[src/rtl/mag_pkg.sv]
// Shared types and default sizing for the magnitude window statistics block.
package mag_pkg;

    localparam int MAG_DATA_W   = 8;
    localparam int MAG_LOG2_WIN = 3;
    localparam int WIN          = 1 << MAG_LOG2_WIN;

    typedef enum logic {
        ACCUM = 1'b0,
        EMIT  = 1'b1
    } state_e;

endpackage

[src/rtl/mag_window_acc.sv]
// Per-window accumulators (sum, peak, over-threshold count, sample count).
// Exposes the post-update values so the window-closing sample is included in the result.
module mag_window_acc
    import mag_pkg::*;
#(
    parameter int DATA_W   = MAG_DATA_W,
    parameter int LOG2_WIN = MAG_LOG2_WIN
) (
    input  logic                       clk,
    input  logic                       rst,
    input  logic                       clear_i,
    input  logic                       accept_i,
    input  logic [DATA_W-1:0]          data_i,
    input  logic [DATA_W-1:0]          thresh_i,
    output logic [DATA_W+LOG2_WIN-1:0] sum_upd_o,
    output logic [DATA_W-1:0]          peak_upd_o,
    output logic [LOG2_WIN:0]          over_upd_o,
    output logic                       last_o
);

    localparam int SUM_W = DATA_W + LOG2_WIN;

    logic [SUM_W-1:0]    sum_q,  sum_d;
    logic [DATA_W-1:0]   peak_q, peak_d;
    logic [LOG2_WIN:0]   over_q, over_d;
    logic [LOG2_WIN-1:0] cnt_q,  cnt_d;

    assign sum_upd_o  = sum_q + SUM_W'(data_i);
    assign peak_upd_o = (data_i > peak_q) ? data_i : peak_q;
    assign over_upd_o = over_q + (LOG2_WIN + 1)'(data_i > thresh_i);
    // cnt saturates at all-ones exactly when W-1 samples have been taken
    assign last_o     = accept_i && (&cnt_q);

    always_comb begin
        sum_d  = sum_q;
        peak_d = peak_q;
        over_d = over_q;
        cnt_d  = cnt_q;
        if (clear_i) begin
            sum_d  = '0;
            peak_d = '0;
            over_d = '0;
            cnt_d  = '0;
        end else if (accept_i) begin
            sum_d  = sum_upd_o;
            peak_d = peak_upd_o;
            over_d = over_upd_o;
            cnt_d  = cnt_q + LOG2_WIN'(1);
        end
    end

    always_ff @(posedge clk) begin
        if (rst) begin
            sum_q  <= '0;
            peak_q <= '0;
            over_q <= '0;
            cnt_q  <= '0;
        end else begin
            sum_q  <= sum_d;
            peak_q <= peak_d;
            over_q <= over_d;
            cnt_q  <= cnt_d;
        end
    end

endmodule

[src/rtl/mag_window_stats.sv]
// Windowed average/peak/over-threshold statistics over a valid/ready magnitude stream.
// Optional build macro MAG_WINDOW_STATS_ROUND_EN selects round-half-up averaging.
module mag_window_stats
    import mag_pkg::*;
#(
    parameter int DATA_W   = MAG_DATA_W,
    parameter int LOG2_WIN = MAG_LOG2_WIN
) (
    input  logic                clk,
    input  logic                rst,
    input  logic                in_valid,
    input  logic [DATA_W-1:0]   in_data,
    output logic                in_ready,
    input  logic [DATA_W-1:0]   cfg_thresh,
    output logic                out_valid,
    input  logic                out_ready,
    output logic [DATA_W-1:0]   out_avg,
    output logic [DATA_W-1:0]   out_peak,
    output logic [LOG2_WIN:0]   out_over
);

    localparam int SUM_W = DATA_W + LOG2_WIN;

    state_e state_q, state_d;

    logic                accept;
    logic                clear;
    logic                last;
    logic [SUM_W-1:0]    sum_upd;
    logic [DATA_W-1:0]   peak_upd;
    logic [LOG2_WIN:0]   over_upd;
    logic [DATA_W-1:0]   avg_next;

    logic [DATA_W-1:0]   avg_q;
    logic [DATA_W-1:0]   peak_q;
    logic [LOG2_WIN:0]   over_q;

    assign accept = in_valid && in_ready;

    mag_window_acc #(
        .DATA_W   (DATA_W),
        .LOG2_WIN (LOG2_WIN)
    ) u_acc (
        .clk        (clk),
        .rst        (rst),
        .clear_i    (clear),
        .accept_i   (accept),
        .data_i     (in_data),
        .thresh_i   (cfg_thresh),
        .sum_upd_o  (sum_upd),
        .peak_upd_o (peak_upd),
        .over_upd_o (over_upd),
        .last_o     (last)
    );

`ifdef MAG_WINDOW_STATS_ROUND_EN
    localparam int HALF = 1 << (LOG2_WIN - 1);
    logic [SUM_W:0] sum_rnd;
    // max sum + W/2 stays below 2^DATA_W * W, so the shifted result always fits
    assign sum_rnd  = {1'b0, sum_upd} + (SUM_W + 1)'(HALF);
    assign avg_next = DATA_W'(sum_rnd >> LOG2_WIN);
`else
    assign avg_next = DATA_W'(sum_upd >> LOG2_WIN);
`endif

    always_ff @(posedge clk) begin
        if (rst) begin
            state_q <= ACCUM;
        end else begin
            state_q <= state_d;
        end
    end

    always_comb begin
        state_d = state_q;
        case (state_q)
            ACCUM:   if (last)      state_d = EMIT;
            EMIT:    if (out_ready) state_d = ACCUM;
            default:                state_d = ACCUM;
        endcase
    end

    always_comb begin
        in_ready  = (state_q == ACCUM);
        out_valid = (state_q == EMIT);
        clear     = (state_q == EMIT) && out_ready;
    end

    always_ff @(posedge clk) begin
        if (rst) begin
            avg_q  <= '0;
            peak_q <= '0;
            over_q <= '0;
        end else if (last) begin
            avg_q  <= avg_next;
            peak_q <= peak_upd;
            over_q <= over_upd;
        end
    end

    assign out_avg  = avg_q;
    assign out_peak = peak_q;
    assign out_over = over_q;

endmodule

[config.mk]
export PLATFORM = sky130hd
export DESIGN_NAME = mag_window_stats
export DESIGN_NICKNAME = d
export VERILOG_FILES = /design/src/rtl/mag_pkg.sv /design/src/rtl/mag_window_acc.sv /design/src/rtl/mag_window_stats.sv
export SDC_FILE = /design/constraint.sdc
export NUM_CORES = 1
export LEC_CHECK = 0
export ABC_AREA = 1
export CORE_MARGIN = 1.5
export CORE_UTILIZATION = 55
export CTS_BUF_LIST = sky130_fd_sc_hd__clkbuf_8 sky130_fd_sc_hd__clkbuf_16
export DETAILED_ROUTE_END_ITERATION = 6
export PLACE_DENSITY = 0.8
export SETUP_SLACK_MARGIN = 0.5
export SLEW_MARGIN = 10
export SYNTH_ARGS = -nofsm -noshare
export SYNTH_HDL_FRONTEND = slang
export SYNTH_HIERARCHICAL = 1
export SYNTH_SLANG_ARGS = --single-unit
export TNS_END_PERCENT = 5
[constraint.sdc]
create_clock -name clk -period 3.4 [get_ports clk]
set_input_delay 0.68 -clock clk [delete_from_list [all_inputs] [get_ports clk]]
set_output_delay 0.68 -clock clk [all_outputs]
set_load 0.02 [all_outputs]
==> flow_metrics.py <==
metrics = {
    "floorplan": {
        "die-area_um2": 6052,
        "std_cell_rows": 27,
        "initial_utilization_pct": 56.57,
        "die_w_um": 77.80,
        "core-area_um2": 5439,
        "dieHeight_um": 77.80,
        "io_pins": 42,
    },
    "job": {
        "drv_cap": 0,
    },
    "clock_tree": {
        "cts_resized": 0,
        "cts_buffer_depth": 2,
        "cts_hold_buf": 0,
        "cts_root_buf": "clkbuf_8",
        "cts.sinks": 47,
        "cts_buffers": 5,
        "clk_pin_slew_ps": 90,
        "cts_setup_buffers": 0,
        "htree_num_levels": 2,
        "clock_latency_ps": 310,
        "cts_tree": "yes",
    },
    "synth": {
        "ys_seq_area_share_pct": 30.58,
        "synth_edf_count": 0,
        "syn-num-nets": 511,
        "avgSynthCellArea_um2": 6.660,
        "synthesis.area_um2": 3077,
        "postSynthCellCount": 462,
        "ys_ff_latch": 47,
        "synth-async-reset-ratio_pct": 0,
        "yosysWarnings": 6,
        "ys_types": 30,
        "synth_flop_cell": "dfxtp_1",
    },
    "setup_path": {
        "timing.rr.start": "u_acc/sum_q[0]$_SDFFE_PP0P_",
        "r2r-end": "out_avg[3]$_SDFFE_PP0P_",
        "crit_top_cell": "nand2_1",
        "crit_arrival_ps": 2940,
        "required_ps": 3660,
        "cp-start-kind": "input port",
        "cp_max_fo": 4,
        "cp_slowest_stage_delay_ps": 520,
        "crit_family": "adder cells",
        "rrSetupSlack_ps": 1480,
        "worst-setup-path-type": "in -> reg",
        "cp_cell_sequence": "clkdlybuf4s50_1 -> ha_1 -> nand2_1 -> o21ai_1 -> nand3_1 -> nand2_1 -> nand2_1 -> a21oi_1 -> ha_1 -> ha_1 -> xor2_1 -> inv_1 -> nand2_1 -> nand2_1 -> nor2_1",
        "cp-end-kind": "flip-flop",
        "worst-path-buf-inv": 2,
        "slowest_stage": "clkdlybuf4s50_1",
        "rr_worst_depth": 10,
    },
    "timing": {
        "finalHoldViolations": 0,
        "skew_ps": 5.853,
        "setup_viol": 0,
        "rsz0062_at_grt": "no",
        "fin_crit_sh_pct": 78.93,
        "fmax_ghz": 0.3726,
        "maxSlewViolCount": 0,
        "timing.setup.tns_ps": 0,
        "layout_min_cycle_time_ps": 2684,
        "tightest_slew_ps": 796.1,
        "relSlewSlack_pct": 46.87,
    },
    "min_path": {
        "worstHoldEndpoint": "u_acc/sum_q[0]$_SDFFE_PP0P_",
        "worstHoldPathCells": 2,
        "hp-start": "u_acc/sum_q[0]$_SDFFE_PP0P_",
        "min_path_type": "reg -> reg",
    },
    "finish": {
        "drive_gt1_share_pct": 6.814,
        "syn_to_final_growth_pct": 15.94,
        "fin_nets": 547,
        "seqCellArea_um2": 940.9,
        "fin_util_pct": 65.59,
        "final_cells": 571,
        "design_area_um2": 3567,
        "nFillCells": 513,
        "diodes": 0,
        "multi_input_area_um2": 1699,
    },
    "place": {
        "place.gp.congestion": 0.8597,
        "post-dp-hpwl_um": 4986,
        "portBuffers": 41,
        "placed_area_um2": 3463,
        "dpl.cell_count": 563,
    },
    "drt": {
        "via_count": 2854,
        "wl_per_cell_um": 11.62,
        "antenna_left": 0,
        "dr.first_iter.drc_count": 138,
        "wl_um": 6635,
        "vias_per_cell": 4.998,
        "drtPass1Iterations": 4,
        "drc": 0,
    },
    "global_route": {
        "grt_pass1_wl_um": 11870,
        "gr-total-overflow": 0,
        "antenna_found_initial": 0,
        "grt_max_degree": 42,
        "grt_pass1_vias": 2802,
        "grtUsageTotal_pct": 24.36,
    },
    "outcome": {
        "status": "finished, final reports clean",
    },
    "pwr": {
        "power_w": 0.001293,
        "power_density_nw_per_um2": 362.4,
        "vdd_drop_max_mv": 0.2195,
        "p_leak_nw": 1.861,
    },
}
-- registers in the layout (all words and copies together), names as in the netlist --
| name | count |
|---|---|
| u_acc/peak_q | 8 |
| out_avg | 8 |
| out_valid | 1 |
| out_over | 4 |
| u_acc/over_q | 4 |
| out_peak | 8 |
| u_acc/sum_q | 11 |
| u_acc/cnt_q | 3 |
-- power by group --
group / switching (W) / leakage (nW) / total, W / internal, W
Sequential: 0.0000167 / 0.384 / 0.000592 / 0.000576
Clock: 0.000199 / 0.0474 / 0.000365 / 0.000166
Combinational: 0.000207 / 1.43 / 0.000335 / 0.000128
-- cell families after synthesis --
family	count (synthesis)	synth area share [%]
simple gates	241	33.88
buf+inv	95	14.19
flops	47	30.58
compound gates	45	7.889
fa+ha+maj	29	12.04
xor+xnor	5	1.423
-- routing by layer --
| metal | global-route usage, % | up-vias | wire, um |
|---|---|---|---|
| met5 | 0 | - | 0 |
| met4 | 8.545 | 0 | 87 |
| met3 | 3.412 | 8 | 173 |
| met2 | 46.78 | 42 | 3453 |
| met1 | 26.83 | 1320 | 2921 |
| li1 | - | 1484 | - |
-- synth_stat cells, types with 2 or more instances --
library cell / instances / area [um^2]
or2_1: 2 / 12.51
nand2_1: 119 / 446.7
o21ai_0: 8 / 40.04
a21oi_2: 2 / 17.52
nor2_1: 62 / 232.7
nand4_1: 3 / 18.77
nand3_1: 33 / 165.2
clkbuf_1: 2 / 7.510
ha_1: 28 / 350.3
nand2_4: 2 / 22.52
nand2_2: 12 / 75.07
dfxtp_1: 47 / 940.9
inv_1: 80 / 300.3
buf_6: 6 / 67.56
buf_2: 4 / 20.02
o211ai_1: 2 / 15.01
nor2_2: 4 / 25.02
xor2_1: 5 / 43.79
a21oi_1: 30 / 150.1
-- how the worst max path moves through the flow --
stage / slack, ps / from / end / cells after the start
after floorplan: 1210 / cfg_thresh[3] / out_over[2]$_SDFFE_PP0P_ / 15
after global placement: 450 / in_data[1] / out_over[2]$_SDFFE_PP0P_ / 15
after detailed placement: 340 / in_data[1] / out_over[2]$_SDFFE_PP0P_ / 15
after CTS: 670 / in_data[1] / out_over[2]$_SDFFE_PP0P_ / 15
after global routing: 550 / in_data[0] / out_over[2]$_SDFFE_PP0P_ / 17
final: 720 / in_data[2] / out_over[2]$_SDFFE_PP0P_ / 15
-- tightest hold or removal path, delay by kind of cell, from the launching register on --
| family | cells | cell delay (ps) |
|---|---|---|
| compound gates | 1 | 50 |
| flops | 1 | 320 |
| simple gates | 1 | 60 |
-- area by class of cell --
class | instances | share of cell area (%)
Clock buffer | 6 | 2.315
Sequential cell | 47 | 26.38
Multi-Input combinational cell | 320 | 47.63
Inverter | 80 | 8.418
Tap cell | 72 | 2.525
Timing Repair Buffer | 44 | 12.28
Clock inverter | 2 | 0.4560
-- cells in the final DEF (no fill, tap or decap), drive strengths merged, types with 2 or more instances in the layout --
master / Yosys / layout
ha: 28 / 28
a21oi: 32 / 32
nand3: 33 / 33
clkbuf: 3 / 6
inv: 80 / 80
nor2: 67 / 67
xor2: 5 / 5
o211ai: 2 / 2
o21ai: 9 / 9
dlymetal6s2s: 0 / 2
nand2: 133 / 133
buf: 12 / 3
dfxtp: 47 / 47
clkdlybuf4s50: 0 / 39
nand4: 4 / 4
or2: 3 / 3
-- metrics by stage --
stage	hold WS [ps]	worst slack (ps)
after floorplan	442.1	1209
after global placement	453.1	451.0
after detailed placement	463.3	337.4
after CTS	476.4	665.5
after global routing	497.0	545.4
final	472.0	716.4
Power figures use the tool's default switching activity.
